### config.mk
export PLATFORM = sky130hd
export DESIGN_NAME = cpu_clk_sched
export DESIGN_NICKNAME = d
export VERILOG_FILES = /design/src/rtl/cpu_clk_sched_pkg.sv /design/src/rtl/ce_prescaler.sv /design/src/rtl/cpu_clk_sched.sv
export SDC_FILE = /design/constraint.sdc
export NUM_CORES = 1
export LEC_CHECK = 0
export ABC_AREA = 1
export BUFFER_PORTS_ARGS = -buffer_cell sky130_fd_sc_hd__buf_4
export CELL_PAD_IN_SITES_DETAIL_PLACEMENT = 1
export CELL_PAD_IN_SITES_GLOBAL_PLACEMENT = 1
export CORE_ASPECT_RATIO = 2
export CORE_MARGIN = 2
export CORE_UTILIZATION = 43
export DETAILED_ROUTE_END_ITERATION = 16
export GPL_ROUTABILITY_DRIVEN = 1
export HOLD_SLACK_MARGIN = 0.03
export MAX_ROUTING_LAYER = met4
export PLACE_DENSITY = 0.91
export SLEW_MARGIN = 20
export SYNTH_ARGS = -nofsm -noshare
export SYNTH_HDL_FRONTEND = slang
export SYNTH_SLANG_ARGS = --single-unit
export TNS_END_PERCENT = 30
### constraint.sdc
create_clock -name clk -period 4.99 [get_ports clk]
set_input_delay 0.7485 -clock clk [delete_from_list [all_inputs] [get_ports clk]]
set_output_delay 0.7485 -clock clk [all_outputs]
set_load 0.02 [all_outputs]
### src/rtl/cpu_clk_sched_pkg.sv
`default_nettype none
// ============================================================================
//  Module   : cpu_clk_sched_pkg
//  Brief    : State encoding and width defaults for the CPU clock scheduler.
//  Revision : 1.0 - initial release
// ============================================================================
package cpu_clk_sched_pkg;

    localparam int DIV_W_DEF   = 32;
    localparam int BURST_W_DEF = 16;

    localparam logic [1:0] ST_HALT  = 2'd0;
    localparam logic [1:0] ST_RUN   = 2'd1;
    localparam logic [1:0] ST_STEP  = 2'd2;
    localparam logic [1:0] ST_BURST = 2'd3;

endpackage
`default_nettype wire

### src/rtl/ce_prescaler.sv
`default_nettype none
// ============================================================================
//  Module   : ce_prescaler
//  Brief    : Loadable divisor register and prescaler counter with terminal.
//  Revision : 1.0 - initial release
// ============================================================================
module ce_prescaler
    import cpu_clk_sched_pkg::*;
#(
    parameter int          DIV_W       = DIV_W_DEF,
    parameter int unsigned DEFAULT_DIV = 1
) (
    input  logic             clk,
    input  logic             rst,
    input  logic             clear,
    input  logic             enable,
    input  logic             div_ld,
    input  logic [DIV_W-1:0] div_val,
    output logic             terminal
);

    localparam logic [DIV_W-1:0] C_ONE     = DIV_W'(1);
    localparam logic [DIV_W-1:0] C_DEF_DIV = DIV_W'(DEFAULT_DIV);

    logic [DIV_W-1:0] r_div;
    logic [DIV_W-1:0] r_cnt;
    logic [DIV_W-1:0] w_div_m1;

    // r_div is never 0, so div-1 cannot underflow; >= keeps a shrunk divisor safe
    assign w_div_m1 = r_div - C_ONE;
    assign terminal = enable && (r_cnt >= w_div_m1);

    always_ff @(posedge clk or posedge rst) begin
        if (rst) begin
            r_div <= C_DEF_DIV;
        end else if (div_ld) begin
            r_div <= (div_val == '0) ? C_ONE : div_val;
        end
    end

    always_ff @(posedge clk or posedge rst) begin
        if (rst) begin
            r_cnt <= '0;
        end else if (clear || terminal) begin
            r_cnt <= '0;
        end else if (enable) begin
            r_cnt <= r_cnt + C_ONE;
        end
    end

endmodule
`default_nettype wire

### src/rtl/cpu_clk_sched.sv
`default_nettype none
// ============================================================================
//  Module   : cpu_clk_sched
//  Brief    : Run/halt/step/burst scheduler producing a one-cycle CPU clock enable.
//  Revision : 1.0 - initial release
// ============================================================================
module cpu_clk_sched
    import cpu_clk_sched_pkg::*;
#(
    parameter int          DIV_W       = DIV_W_DEF,
    parameter int unsigned DEFAULT_DIV = 1,
    parameter int          BURST_W     = BURST_W_DEF
) (
    input  logic               clk,
    input  logic               rst,
    input  logic               div_ld,
    input  logic [DIV_W-1:0]   div_val,
    input  logic               run_req,
    input  logic               halt_req,
    input  logic               step_req,
    input  logic               burst_req,
    input  logic [BURST_W-1:0] burst_len,
    input  logic               brk_hit,
    output logic               cpu_ce,
    output logic [1:0]         state,
    output logic               busy,
    output logic               halted_pulse,
    output logic [31:0]        tick_count
);

    localparam logic [BURST_W-1:0] C_REM_ONE = BURST_W'(1);

    logic [1:0]         r_state;
    logic [1:0]         w_state_nxt;
    logic [BURST_W-1:0] r_rem;
    logic [BURST_W-1:0] w_rem_nxt;
    logic               r_ce;
    logic               w_ce_nxt;
    logic               r_hp;
    logic               w_hp_nxt;
    logic [31:0]        r_tick_cnt;
    logic               w_active;
    logic               w_stop;
    logic               w_terminal;

    assign w_active = (r_state != ST_HALT);
    assign w_stop   = w_active && (halt_req || brk_hit);

    // Counter sits at 0 in HALT and is wiped on any stop
    ce_prescaler #(
        .DIV_W       (DIV_W),
        .DEFAULT_DIV (DEFAULT_DIV)
    ) u_prescaler (
        .clk      (clk),
        .rst      (rst),
        .clear    (!w_active || w_stop),
        .enable   (w_active),
        .div_ld   (div_ld),
        .div_val  (div_val),
        .terminal (w_terminal)
    );

    always_comb begin
        w_state_nxt = r_state;
        w_rem_nxt   = r_rem;
        w_ce_nxt    = 1'b0;
        w_hp_nxt    = 1'b0;
        case (r_state)
            ST_HALT: begin
                if (run_req) begin
                    w_state_nxt = ST_RUN;
                end else if (burst_req && (burst_len != '0)) begin
                    w_state_nxt = ST_BURST;
                    w_rem_nxt   = burst_len;
                end else if (step_req) begin
                    w_state_nxt = ST_STEP;
                end
            end
            default: begin
                if (w_stop) begin
                    w_state_nxt = ST_HALT;
                    w_rem_nxt   = '0;
                    w_hp_nxt    = 1'b1;
                end else if (w_terminal) begin
                    w_ce_nxt = 1'b1;
                    case (r_state)
                        ST_STEP: begin
                            w_state_nxt = ST_HALT;
                            w_hp_nxt    = 1'b1;
                        end
                        ST_BURST: begin
                            w_rem_nxt = r_rem - C_REM_ONE;
                            if (r_rem == C_REM_ONE) begin
                                w_state_nxt = ST_HALT;
                                w_hp_nxt    = 1'b1;
                            end
                        end
                        default: begin
                        end
                    endcase
                end
            end
        endcase
    end

    always_ff @(posedge clk or posedge rst) begin
        if (rst) begin
            r_state    <= ST_HALT;
            r_rem      <= '0;
            r_ce       <= 1'b0;
            r_hp       <= 1'b0;
            r_tick_cnt <= '0;
        end else begin
            r_state <= w_state_nxt;
            r_rem   <= w_rem_nxt;
            r_ce    <= w_ce_nxt;
            r_hp    <= w_hp_nxt;
            if (w_ce_nxt) begin
                r_tick_cnt <= r_tick_cnt + 32'd1;
            end
        end
    end

    assign cpu_ce       = r_ce;
    assign state        = r_state;
    assign busy         = w_active;
    assign halted_pulse = r_hp;
    assign tick_count   = r_tick_cnt;

endmodule
`default_nettype wire

# Word level (Yosys, flattened, before mapping)
# Cells that the tools add are included.
# op_classes
addsub,4
order_cmp,1
n_eq_ne,7
muxes,25
n_reduce_logical,17
# op_table
cell,count
2-to-1 mux 16 bit,6
2-to-1 mux 32 bit,3
adder 32 x 1 -> 32 bit (second input constant),2
>= comparator 32 bit,1
zero test 32 bit,1
subtractor 32 x 1 -> 32 bit (second input constant),1
equality test 16 x 1 -> 1 bit (second input constant),1
nonzero test 16 bit,1
subtractor 16 x 1 -> 16 bit (second input constant),1
2-to-1 mux 2 bit,7
AND reduction 4 bit,2
2-to-1 mux 1 bit,7
nonzero test 3 bit,2
equality test 2 bit (second input constant),2
!= test 2 bit (second input constant),2
!= test 4 x 3 -> 1 bit (second input constant),1
!= test 4 bit (second input constant),1
case mux 2 bit (2 select lines),1
nonzero test 2 bit,2
nonzero test 4 bit,1
logical AND 1 bit,3
logical OR 1 bit,3
zero test 2 bit,1
case mux 1 bit (2 select lines),1
zero test 1 bit,1
# word_totals
ff_bits,116
output_inout_bits,37

# Depth between registers and ports, before layout
# Gate-level depths: netlist of the first run.
# depth
ltp_word,6
ltp_mapped,22

# Modules after synthesis
# From an unflattened synthesis of the first run, not the netlist that was laid out.
# hier_totals
cells_unflattened,1129
hier_area_um2,8031.5
# modules_own_cells
module,n_inst,cells_each,area_per_inst_um2,seq_area_each_um2
ce_prescaler,1,606,4538.1,1602.8
cpu_clk_sched,1,523,3493.4,1301.2

# Least setup slack after synthesis of the first run
# OpenSTA, ideal clock, no wires.
# synth_path
path_kind,register to register
start,reg u_prescaler.r_div[2]
end,"reg r_tick_cnt[3], in the netlist tick_count[3]"
arrival_time_ns,2.684
t_required_ns,4.861
slack_ns,2.177
stages_incl_launch_ff,22
synth_period_minus_slack_ns,2.813
path_cell_list,dfrtp_1 -> inv_1 -> nand3_2 -> nor2_4 -> nand2_2 -> nor2_2 -> nand4_1 -> nor2_2 -> nand2_1 -> xor2_1 -> inv_1 -> ha_1 -> a21o_1 -> o21ai_1 -> nand2_1 -> a21oi_2 -> nand2_1 -> nand2_2 -> inv_2 -> buf_4 -> nand2_1 -> o21ai_0
# synth_via
elab_chain_cells,6
# synth_lines
item,line_no,source
from (decl),ce_prescaler.sv:25,logic [DIV_W-1:0] r_div;
from (signal assigned),ce_prescaler.sv:37,r_div <= (div_val == '0) ? C_ONE : div_val;
subtractor 32 x 1 -> 32 bit,ce_prescaler.sv:30,assign w_div_m1 = r_div - C_ONE;
>= comparator 32 bit,ce_prescaler.sv:31,assign terminal = enable && (r_cnt >= w_div_m1);
logical AND 1 bit,ce_prescaler.sv:31,
2-to-1 mux 1 bit,cpu_clk_sched.sv:84,end else if (w_terminal) begin
2-to-1 mux 1 bit,cpu_clk_sched.sv:80,if (w_stop) begin
2-to-1 mux 1 bit,cpu_clk_sched.sv:68,case (r_state)
to (signal assigned),cpu_clk_sched.sv:119,r_tick_cnt <= r_tick_cnt + 32'd1;
to (decl),cpu_clk_sched.sv:41,logic [31:0] r_tick_cnt;
# Every way passes these cells.
# A chain may end at the register's enable or synchronous reset.

# Worst setup path in the final report of the first run
# layout_path
start,reg u_prescaler.r_div[4]
end,"reg r_tick_cnt[26], in the netlist tick_count[26]"
# Same word-level chain as after synthesis.

==> results of run 1 <==
## layer usage
metal | GRT usage, % | up-vias | routed length (um)
li1 | - | 3701 | -
met1 | 25.99 | 3875 | 8875
met2 | 54.71 | 217 | 15470
met3 | 4.468 | 145 | 645
met4 | 20.85 | 0 | 2151
met5 | - | - | 0
## synth_stat cells (all sizes together)
cell type,n
a21o,1
a21oi,28
a22oi,1
a31o,1
a31oi,1
buf,15
clkbuf,7
dfrtp,115
dfstp,1
ha,37
inv,121
nand2,325
nand3,52
nand3b,1
nand4,33
nor2,144
nor3,38
nor3b,1
nor4,21
o211ai,1
o21a,2
o21ai,61
o22ai,3
or2,1
xnor2,16
xor2,64
## stage by stage
stage	instances	total power, mW	area (um2)	worst slack, ps
floorplan	1091	1.710	7954	1171
global placement	1380	1.929	8803	1131
detailed placement	1380	1.970	8803	974.5
CTS	1412	3.182	9371	829.6
global route	1412	3.330	9371	328.0
finish	1412	3.174	9371	805.7
## layout by cell type (no fill, tap or decap), types with 2 or more instances in the layout
cell and instances:
ha_1 37, dfrtp_1 115, nor4_2 2, xor2_1 64, clkinv_2 6, nor3_2 6, clkinvlp_4 3, buf_4 95
o21ai_1 7, nand3_2 5, nand2_1 317, nand3_1 45, nor2_4 5, inv_1 117, nand4_1 33, clkinv_4 3
o21ai_0 54, a21oi_1 26, o21a_1 2, xnor2_1 16, o22ai_1 3, nor2_2 7, nand2_2 8, nor2_1 132
nor4_1 18, bufinv_16 2, nor3_1 31, nand3_4 2, inv_2 3, clkbuf_16 17
## cells by family after synthesis
logic type               share of synthesized area, %
AND/OR/NAND/NOR                                 34.75
buffers and inverters                           7.425
AO/OA/AOI/OAI                                   6.686
XOR/XNOR                                        8.809
flip-flops                                      36.51
adder cells (fa/ha/maj)                         5.820
## worst max-delay path, cell delays in order, from the launching register on
cell and delay, ps:
dfrtp_1 400, inv_1 110, nand2_1 100, nor2_4 140
nand2_2 120, nor2_2 140, nand4_1 160, nor2_2 200
nand2_1 110, xor2_1 310, inv_1 80, ha_1 320
a21o_1 180, o21ai_1 150, nand2_1 80, a21oi_2 160
nand2_1 120, nand2_2 470, inv_2 410, nand2_1 190
o21ai_1 90
## final timing paths
kind | endpoint | startpoint
max | tick_count[26]$_DFFE_PP0P_ | u_prescaler.r_div[4]$_DFFE_PP0P_
min | r_rem[15]$_DFFE_PP0P_ | r_rem[15]$_DFFE_PP0P_
max reg2reg | tick_count[26]$_DFFE_PP0P_ | u_prescaler.r_div[4]$_DFFE_PP0P_
min reg2reg | r_rem[15]$_DFFE_PP0P_ | r_rem[15]$_DFFE_PP0P_
max in group asynchronous | u_prescaler.r_div[0]$_DFFE_PP1P_ | rst
min in group asynchronous | tick_count[19]$_DFFE_PP0P_ | rst
## flip-flops by register name, summed over array words and instances, names as in the netlist
signal,flops
u_prescaler.r_div,32
halted_pulse,1
state,2
cpu_ce,1
u_prescaler.r_cnt,32
tick_count,32
r_rem,16
## cell type report
| type | instances | area, um2 |
|---|---|---|
| sequential | 116 | 2904 |
| clock inverter | 14 | 138.9 |
| tap | 216 | 270.3 |
| clock buffer | 18 | 429.2 |
| timing repair buffer | 95 | 713.2 |
| inverter | 121 | 456.7 |
| fill | 2360 | 8846 |
| multi-input combinational | 832 | 4459 |
## power by group through the flow
stage | registers (mW) | clock network (mW) | logic [mW]
2_1_floorplan | 1.12 | 0 | 0.587
5_1_grt | 1.14 | 1.25 | 0.948
4_1_cts | 1.12 | 1.21 | 0.853
6_report | 1.13 | 1.20 | 0.849
3_3_place_gp | 1.13 | 0 | 0.797
3_5_place_dp | 1.13 | 0 | 0.835
==> metrics.log, run 1 <==
INFO  metric status = finished, final reports clean
INFO  metric maximum_clock_skew_at_final_layout = 11.10 ps
INFO  metric yosysWarnings = 0
INFO  metric detailed_place_hpwl = 20.10 mm
INFO  metric hold_depth = 2
INFO  metric cts_tree = built
INFO  metric floorplan.initialDensity = 43.66%
INFO  metric worst_ep_arrival_time = 4480 ps
INFO  metric netlist.area_leader.share = between 30% and 40%
INFO  metric cts_max_path_buffers = 2
INFO  metric syn_area_per_cell = 7.290 um2
INFO  metric worstMarginPinSlew = 873.7 ps
INFO  metric total_leakage_power = ~4.6 nW
INFO  metric chipWidth = between 100 and 150 um
INFO  metric gr-total-overflow = 0
INFO  metric clk_root_buffer_cell = clkbuf_16
INFO  metric post_synthesis_cell_type_with_the_largest_combined_area = dfrtp_1
INFO  metric antenna_found_initial = 0
INFO  metric first_pass_iteration_count_of_the_detailed_router = 4
INFO  metric detail-route-antenna-nets = 0
INFO  metric hold_buffers = 0
INFO  metric finalHoldViolations = 0
INFO  metric first_pass_grt_wire_length = 43.50 mm
INFO  metric layout-drive-gt1-share = 14.30%
INFO  metric antenna_cells = 0
INFO  metric worst_skew_pair.late_latency = 430 ps
INFO  metric unrepaired_setup_endpoints_after_global_routing = false
INFO  metric path_max_fanout = 33
INFO  metric timing.final.crit_period = 4184 ps
INFO  metric nets_finish = 1276
INFO  metric vdd_ir_drop_max = 0.0002337 V
INFO  metric detailroute.via_count = 7938
INFO  metric ys_seq_elements = around 120
INFO  metric synthTopCellsByArea = dfrtp_1, nand2_1, xor2_1
INFO  metric cellInternalPower = a little over 2 mW
INFO  metric floorplan.die.height = 196.3 um
INFO  metric io-pin-count = 93
INFO  metric grt_pass1_vias = roughly 8800
INFO  metric post_cts.repair.setup_buffers = 0
INFO  metric largest_net_degree_at_the_start_of_global_routing = 69
INFO  metric routabilityCongestion = 0.9555
INFO  metric areaGrowthSynthToFinish = 17.82%
INFO  metric cts.sinks = ~120
INFO  metric postSynthCellCount = 1091
INFO  metric final_core_util = just over 50%
INFO  metric synth.distinct_cells = 41
INFO  metric syn_area = 7954 um2
INFO  metric worst_slew_margin_rel = roughly two fifths
INFO  metric power.net_switching = 1.153 mW
INFO  metric power_per_cell_area = 338.7 nW/um2
INFO  metric worst_hold_slack = about 490 ps
INFO  metric avgRoutedWirePerCell = 19.22 um
INFO  metric placement.io_buffers = 92
INFO  metric critPathCaptureType = flip-flop
INFO  metric cts_inserted_buffers = 17
INFO  metric rows = 70
INFO  metric grtUsageTotal = 29.38%
INFO  metric postSynthNetCount = 1184
INFO  metric detail_route.wirelength = 27.14 mm
INFO  metric critical_path_start_end_classification = reg2reg
INFO  metric crit_path_start_kind = flip-flop
INFO  metric netSwitchingFraction = 36.34%
INFO  metric die_area = between 15000 and 20000 um2
INFO  metric post-route-drc-count = 0
INFO  metric cap_viol_max_count = 0
INFO  metric holdCritPathClass = reg2reg
INFO  metric clock_power_share = 37.8%
INFO  metric max_clock_freq = 0.2390 GHz
INFO  metric setup_tns = 0 ps
INFO  metric worst_r2r_path_depth = 20
INFO  metric required = about 5300 ps
INFO  metric h-tree-depth = 4
INFO  metric clk_transition_reported_paths = 60 ps
INFO  metric report.final.slew_viol_count = 0
INFO  metric pwr-share-seq = 35.5%
INFO  metric setup_viol_count_final = 0
INFO  metric yosysSeqAreaShare = a little over a third
INFO  metric cts_resized = 0
INFO  metric placeableCoreArea = between 15000 and 20000 um2
INFO  metric logic_pwr_share = 26.7%
INFO  metric starting_drc_count_in_detailed_routing = between 300 and 400
INFO  metric post_drt_via_cell_ratio = about 5.6
INFO  metric r2r_setup_slack = 810 ps
INFO  metric post-route-period-util = between 80% and 90%
Power figures use the tool's default switching activity.
==> run 2, diff against run 1 <==
==> constraint.sdc (replaced) <==
create_clock -name clk -period 3.9 [get_ports clk]
set_input_delay 0.585 -clock clk [delete_from_list [all_inputs] [get_ports clk]]
set_output_delay 0.585 -clock clk [all_outputs]
set_load 0.02 [all_outputs]
==> metrics.log, run 2 (synthesized netlist as in run 1, its figures left out) <==
INFO  metric status = finished, final reports clean (unchanged)
INFO  metric placeableCoreArea = 18220 um2 (unchanged)
INFO  metric cap_viol_max_count = 0 (unchanged)
INFO  metric grtUsageTotal = 29.93% (was 29.38%)
INFO  metric cts_max_path_buffers = 2 (unchanged)
INFO  metric first_pass_iteration_count_of_the_detailed_router = 5 (was 4)
INFO  metric detailroute.via_count = 8042 (was 7938)
INFO  metric worstMarginPinSlew = 638.7 ps (was 873.7 ps)
INFO  metric cts.sinks = 116 (unchanged)
INFO  metric max_clock_freq = 0.2696 GHz (was 0.2390 GHz)
INFO  metric avgRoutedWirePerCell = 19.73 um (was 19.22 um)
INFO  metric chipWidth = 100.2 um (unchanged)
INFO  metric clk_root_buffer_cell = clkbuf_16 (unchanged)
INFO  metric routabilityCongestion = 0.9376 (was 0.9555)
INFO  metric first_pass_grt_wire_length = 44.42 mm (was 43.50 mm)
INFO  metric layout-drive-gt1-share = 14.99% (was 14.30%)
INFO  metric dpl_cell_area = 8841 um2 (was 8803 um2)
INFO  metric worst_ep_arrival_time = 4050 ps (was 4480 ps)
INFO  metric largest_net_degree_at_the_start_of_global_routing = 60 (was 69)
INFO  metric rows = 70 (unchanged)
INFO  metric post-route-drc-count = 0 (unchanged)
INFO  metric finalHoldViolations = 0 (unchanged)
INFO  metric floorplan.die.height = 196.3 um (unchanged)
INFO  metric post_cts.repair.setup_buffers = 0 (unchanged)
INFO  metric holdCritPathClass = in2async (was reg2reg)
INFO  metric setup_viol_count_final = 0 (unchanged)
INFO  metric path_max_fanout = 31 (was 33)
INFO  metric nets_finish = 1281 (was 1276)
INFO  metric fin_cells = 1417 (was 1412)
INFO  metric cts_inserted_buffers = 17 (unchanged)
INFO  metric die_area = 19670 um2 (unchanged)
INFO  metric detail-route-antenna-nets = 0 (unchanged)
INFO  metric maximum_clock_skew_at_final_layout = 9.048 ps (was 11.10 ps)
INFO  metric fin_area = 9493 um2 (was 9371 um2)
INFO  metric vdd_ir_drop_max = 0.0002615 V (was 0.0002337 V)
INFO  metric dp_cell_count = 1385 (was 1380)
INFO  metric detailed_place_hpwl = 20.63 mm (was 20.10 mm)
INFO  metric clk_transition_reported_paths = 60 ps (about the same)
INFO  metric placement.io_buffers = 92 (unchanged)
INFO  metric worst_hold_slack = 237.6 ps (was 488.8 ps)
INFO  metric post_drt_via_cell_ratio = 5.675 (was 5.622)
INFO  metric crit_path_start_kind = flip-flop (unchanged)
INFO  metric areaGrowthSynthToFinish = 19.35% (was 17.82%)
INFO  metric antenna_cells = 0 (unchanged)
INFO  metric total_leakage_power = 4.603 nW (was 4.551 nW)
INFO  metric worst_slew_margin_rel = 57.42% (was 41.75%)
INFO  metric dp_worst_setup_slack = -0.7456 ps (was 974.5 ps)
INFO  metric starting_drc_count_in_detailed_routing = 351 (was 303)
INFO  metric io-pin-count = 93 (unchanged)
INFO  metric timing.final.crit_period = 3709 ps (was 4184 ps)
INFO  metric grt_pass1_vias = 8896 (was 8803)
INFO  metric post-route-period-util = 95.09% (was 83.85%)
INFO  metric most-common-layout-cells = nand2_1, nor2_1, inv_1 (unchanged)
INFO  metric cts_tree = built (unchanged)
INFO  metric detail_route.wirelength = 27.95 mm (was 27.14 mm)
INFO  metric power_per_cell_area = 433.1 nW/um2 (was 338.7 nW/um2)
INFO  metric report.final.slew_viol_count = 0 (unchanged)
INFO  metric critical_path_start_end_classification = reg2reg (unchanged)
INFO  metric antenna_found_initial = 0 (unchanged)
INFO  metric critPathCaptureType = flip-flop (unchanged)
INFO  metric floorplan.initialDensity = 43.66% (unchanged)
INFO  metric fillers = 2344 (was 2360)
INFO  metric h-tree-depth = 4 (unchanged)
INFO  metric required = 4240 ps (was 5290 ps)
INFO  metric finalWorstSetupSlack = 191.3 ps (was 805.7 ps)
INFO  metric worst_skew_pair.late_latency = 440 ps (was 430 ps)
INFO  metric final_common_cell = nand2_1 (unchanged)
INFO  metric gr-total-overflow = 0 (unchanged)
-- run 2: cell types whose count changed in the layout (fill, tap and decap cells not counted), moves of 2 or more --
cell        previous run  this run
clkinv_4               3         1
clkinvlp_4             3         5
clkbuf_8               0         2
buf_4                 95        98
nor2_1               132       130
clkinv_2               6         3
nor2_2                 7         9
-- run 2: where the power goes --
group          leakage [nW]  total [mW]  internal [mW]  switching [mW]
Clock                 0.274        1.57          0.970           0.597
Sequential             1.50        1.44           1.32           0.122
Combinational          2.82        1.10          0.356           0.747
Total                  4.60        4.11           2.64            1.47
-- run 2: path summary, 6_finish.rpt --
| path | cells after the start | slack, ps | end | start |
|---|---|---|---|---|
| setup / recovery | 20 | 190 | tick_count[2]$_DFFE_PP0P_ | u_prescaler.r_div[0]$_DFFE_PP1P_ |
| min in group clk | 3 | 370 | u_prescaler.r_div[1]$_DFFE_PP0P_ | div_val[1] |
| setup reg to reg | 20 | 190 | tick_count[2]$_DFFE_PP0P_ | u_prescaler.r_div[0]$_DFFE_PP1P_ |
| hold reg to reg | 2 | 490 | r_rem[15]$_DFFE_PP0P_ | r_rem[15]$_DFFE_PP0P_ |
| hold / removal | 2 | 240 | tick_count[19]$_DFFE_PP0P_ | rst |
| max in group asynchronous | 3 | 2810 | u_prescaler.r_div[0]$_DFFE_PP1P_ | rst |
-- run 2: critical path, stage by stage, from the launching register on --
cell and delay, ps:
dfstp_2 360, inv_1 140, ha_1 220, nand2_1 140
nor3_4 250, nand4_1 170, nor2_2 180, nand3_1 160
nor2_1 180, xor2_1 220, ha_1 280, nand2_1 110
o21ai_0 140, nand2_1 90, nand2_1 60, a21oi_2 200
nand2_2 150, nand2_2 180, buf_12 210, nand2_1 70
o21ai_0 90
-- run 2: cell type report --
class | instances | area (um2) | share of cell area [%]
flip-flops and latches | 116 | 2904 | 30.59
clock buffers | 20 | 456.7 | 4.811
well taps | 216 | 270.3 | 2.847
inverters | 121 | 464.2 | 4.890
clock inverters | 12 | 130.1 | 1.371
multi-input cells | 832 | 4501 | 47.41
repair buffers | 100 | 767.0 | 8.080
-- run 2: metal layers --
layer	global-route usage, %	up-vias	wire [um]
met1	26.04	3949	8894
met3	3.475	139	745
li1	-	3706	-
met5	-	-	0
met2	56.87	248	16290
met4	21.41	0	2027
-- run 2: per-stage QoR --
stage	setup TNS, ps	util [%]	power, mW
floorplan	0	-	2.188
global placement	0	48.53	2.468
detailed placement	-0.7456	48.53	2.513
CTS	0	51.80	4.105
global route	-78.89	52.11	4.313
finish	0	52.11	4.111
-- run 2: what timing repair did --
action / CTS / global route
endpoints found under the setup margin: 27 / 77
gates resized for setup: 2 / 13
hold buffers: 0 / 0
endpoints found under the hold margin: 0 / 0
==> run 3, diff against run 2 <==
--- a/config.mk
+++ b/config.mk
@@ -17,7 +17,7 @@
 export HOLD_SLACK_MARGIN = 0.03
 export MAX_ROUTING_LAYER = met4
 export PLACE_DENSITY = 0.91
-export SLEW_MARGIN = 20
+export SLEW_MARGIN = 5
 export SYNTH_ARGS = -nofsm -noshare
 export SYNTH_HDL_FRONTEND = slang
 export SYNTH_SLANG_ARGS = --single-unit
==> constraint.sdc (replaced) <==
create_clock -name clk -period 3.9 [get_ports clk]
set_input_delay 0 -clock clk [delete_from_list [all_inputs] [get_ports clk]]
set_output_delay 0 -clock clk [all_outputs]
set_load 0.02 [all_outputs]
==> metrics.log, run 3 (synthesized netlist as in run 1, its figures left out) <==
INFO  metric cts_inserted_buffers = 17 (unchanged)
INFO  metric fin_area = 9937 um2 (was 9493 um2)
INFO  metric cap_viol_max_count = 0 (unchanged)
INFO  metric crit_path_start = u_prescaler.r_div[18]$_DFFE_PP0P_ (was u_prescaler.r_div[0]$_DFFE_PP1P_)
INFO  metric clk_transition_reported_paths = 70 ps (was 60 ps)
INFO  metric finalHoldViolations = 0 (unchanged)
INFO  metric detailroute.via_count = 8606 (was 8042)
INFO  metric nets_finish = 1328 (was 1281)
INFO  metric setup_viol_count_final = 2 (was 0)
INFO  metric grtUsageTotal = 34.24% (was 29.93%)
INFO  metric worst_ep_arrival_time = 4270 ps (was 4050 ps)
INFO  metric timing.final.crit_period = 3930 ps (was 3709 ps)
INFO  metric starting_drc_count_in_detailed_routing = 468 (was 351)
INFO  metric dpl_cell_area = 8826 um2 (was 8841 um2)
INFO  metric critPathCaptureType = flip-flop (unchanged)
INFO  metric post-route-drc-count = 0 (unchanged)
INFO  metric r2r_setup_slack = -30 ps (was 190 ps)
INFO  metric crit_path_end = r_rem[4]$_DFFE_PP0P_ (was tick_count[2]$_DFFE_PP0P_)
INFO  metric crit_path_start_kind = flip-flop (unchanged)
INFO  metric h-tree-depth = 4 (unchanged)
INFO  metric cts.sinks = 116 (unchanged)
INFO  metric max_clock_freq = 0.2545 GHz (was 0.2696 GHz)
INFO  metric most-common-layout-cells = nand2_1, nor2_1, inv_1 (unchanged)
INFO  metric avgRoutedWirePerCell = 22.26 um (was 19.73 um)
INFO  metric placeableCoreArea = 18220 um2 (unchanged)
INFO  metric final_common_cell = nand2_1 (unchanged)
INFO  metric power_per_cell_area = 434.5 nW/um2 (was 433.1 nW/um2)
INFO  metric cts_tree = built (unchanged)
INFO  metric r2r_end = r_rem[4]$_DFFE_PP0P_ (was tick_count[2]$_DFFE_PP0P_)
INFO  metric post_drt_via_cell_ratio = 5.874 (was 5.675)
INFO  metric antenna_found_initial = 2 (was 0)
INFO  metric status = complete, but fails checks (was finished, final reports clean)
INFO  metric first_pass_iteration_count_of_the_detailed_router = 5 (unchanged)
INFO  metric power.total = 4.318 mW (was 4.111 mW)
INFO  metric placement.io_buffers = 92 (unchanged)
INFO  metric areaGrowthSynthToFinish = 24.93% (was 19.35%)
INFO  metric finalWorstSetupSlack = -29.82 ps (was 191.3 ps)
INFO  metric layout-drive-gt1-share = 13.88% (was 14.99%)
INFO  metric violations_in_the_final_reports = setup timing
INFO  metric rows = 70 (unchanged)
INFO  metric detail_route.wirelength = 32.61 mm (was 27.95 mm)
INFO  metric die_area = 19670 um2 (unchanged)
INFO  metric path_max_fanout = 18 (was 31)
INFO  metric chipWidth = 100.2 um (unchanged)
INFO  metric required = 4240 ps (about the same)
INFO  metric cts_max_path_buffers = 2 (unchanged)
INFO  metric io-pin-count = 93 (unchanged)
INFO  metric unrepaired_setup_endpoints_after_global_routing = true
INFO  metric setup_tns = -41.92 ps (was 0 ps)
INFO  metric largest_net_degree_at_the_start_of_global_routing = 73 (was 60)
INFO  metric floorplan.die.height = 196.3 um (unchanged)
INFO  metric dp_worst_setup_slack = 249.1 ps (was -0.7456 ps)
INFO  metric dp_cell_count = 1383 (was 1385)
INFO  metric total_leakage_power = 4.794 nW (was 4.603 nW)
INFO  metric report.final.slew_viol_count = 0 (unchanged)
INFO  metric clk_root_buffer_cell = clkbuf_16 (unchanged)
INFO  metric routabilityCongestion = 0.9280 (was 0.9376)
INFO  metric worst_skew_pair.late_latency = 450 ps (was 440 ps)
INFO  metric floorplan.initialDensity = 43.66% (unchanged)
INFO  metric grt_pass1_vias = 9501 (was 8896)
INFO  metric rr_startpoint = u_prescaler.r_div[18]$_DFFE_PP0P_ (was u_prescaler.r_div[0]$_DFFE_PP1P_)
INFO  metric first_pass_grt_wire_length = 49.89 mm (was 44.42 mm)
INFO  metric fin_cells = 1465 (was 1417)
INFO  metric worst_slew_margin_rel = 35.54% (was 57.42%)
INFO  metric critical_path_start_end_classification = reg2reg (unchanged)
INFO  metric holdCritPathClass = in2reg (was in2async)
INFO  metric detailed_place_hpwl = 20.46 mm (was 20.63 mm)
INFO  metric worstMarginPinSlew = 966.8 ps (was 638.7 ps)
INFO  metric post-route-period-util = 100.8% (was 95.09%)
INFO  metric maximum_clock_skew_at_final_layout = 14.40 ps (was 9.048 ps)
INFO  metric gr-total-overflow = 0 (unchanged)
INFO  metric vdd_ir_drop_max = 0.0003526 V (was 0.0002615 V)
INFO  metric detail-route-antenna-nets = 0 (unchanged)
INFO  metric worst_r2r_path_depth = 19 (was 20)
-- run 3: cell types whose count changed in the layout (fill, tap and decap cells not counted), sizes merged --
cell	change
clkinvlp	-3
bufinv	+1
dlygate4sd3	+49
inv	-2
diode	+3
clkinv	+2
buf	-2
-- run 3: metal layers --
layer  global-route usage [%]  up-vias  share of wire (%)
li1                         -     3796                  -
met1                    29.80     4202                 32
met2                    62.54      397                 55
met3                    5.355      211                3.7
met4                    27.65        0                9.4
met5                        -        -                  0
-- run 3: area by class of cell --
class / count / area [um2]
tap: 216 / 270.3
antenna: 3 / 7.507
clock inverter: 10 / 133.9
timing repair buffer: 147 / 1234
multi-input combinational: 832 / 4472
inverter: 121 / 469.2
sequential: 116 / 2904
clock buffer: 20 / 446.7
fill: 2333 / 8280
-- run 3: report_power, final --
part           leakage, nW  total, mW  switching [mW]  internal [mW]
registers             1.50       1.45           0.136           1.32
clock network        0.282       1.67           0.659           1.01
logic                 3.01       1.20           0.816          0.379
-- run 3: worst min-delay path by stage --
stage / depth (start not counted) / start / endpoint
after floorplan: 2 / div_val[18] / u_prescaler.r_div[18]$_DFFE_PP0P_
final: 5 / burst_len[6] / r_rem[6]$_DFFE_PP0P_
after detailed placement: 3 / div_val[27] / u_prescaler.r_div[27]$_DFFE_PP0P_
after CTS: 3 / div_ld / u_prescaler.r_div[29]$_DFFE_PP0P_
after global placement: 3 / div_val[6] / u_prescaler.r_div[6]$_DFFE_PP0P_
after global routing: 5 / burst_len[1] / r_rem[1]$_DFFE_PP0P_
-- run 3: worst max-delay path: stages (launching register included) --
cell and delay [ps]:
dfrtp_1 450, nor2_1 200, nand2_1 150, nor2_2 190, nand2_1 90, nor2_1 210, nand2_2 150, nor2_4 140
nand2_1 130, nor3_2 150, xor2_1 290, ha_1 320, a21oi_1 170, o21a_1 150, nand2_1 80, a21oi_2 160
nand3_2 190, nand2_2 360, nand2_1 110, o21ai_0 110
-- run 3: per-stage QoR --
step	util [%]	hold WS (ps)
after floorplan	-	116.7
after global placement	48.45	219.2
after detailed placement	48.45	227.1
after CTS	54.33	50.79
after global routing	54.55	89.74
final	54.55	66.54
-- run 3: what timing repair did --
action | 4_1_cts | 5_1_grt
buffers inserted | 0 | 0
endpoints found under the hold margin | 117 | 0
hold buffers | 49 | 0
endpoints found under the setup margin | 0 | 44
gates resized for setup | 0 | 10
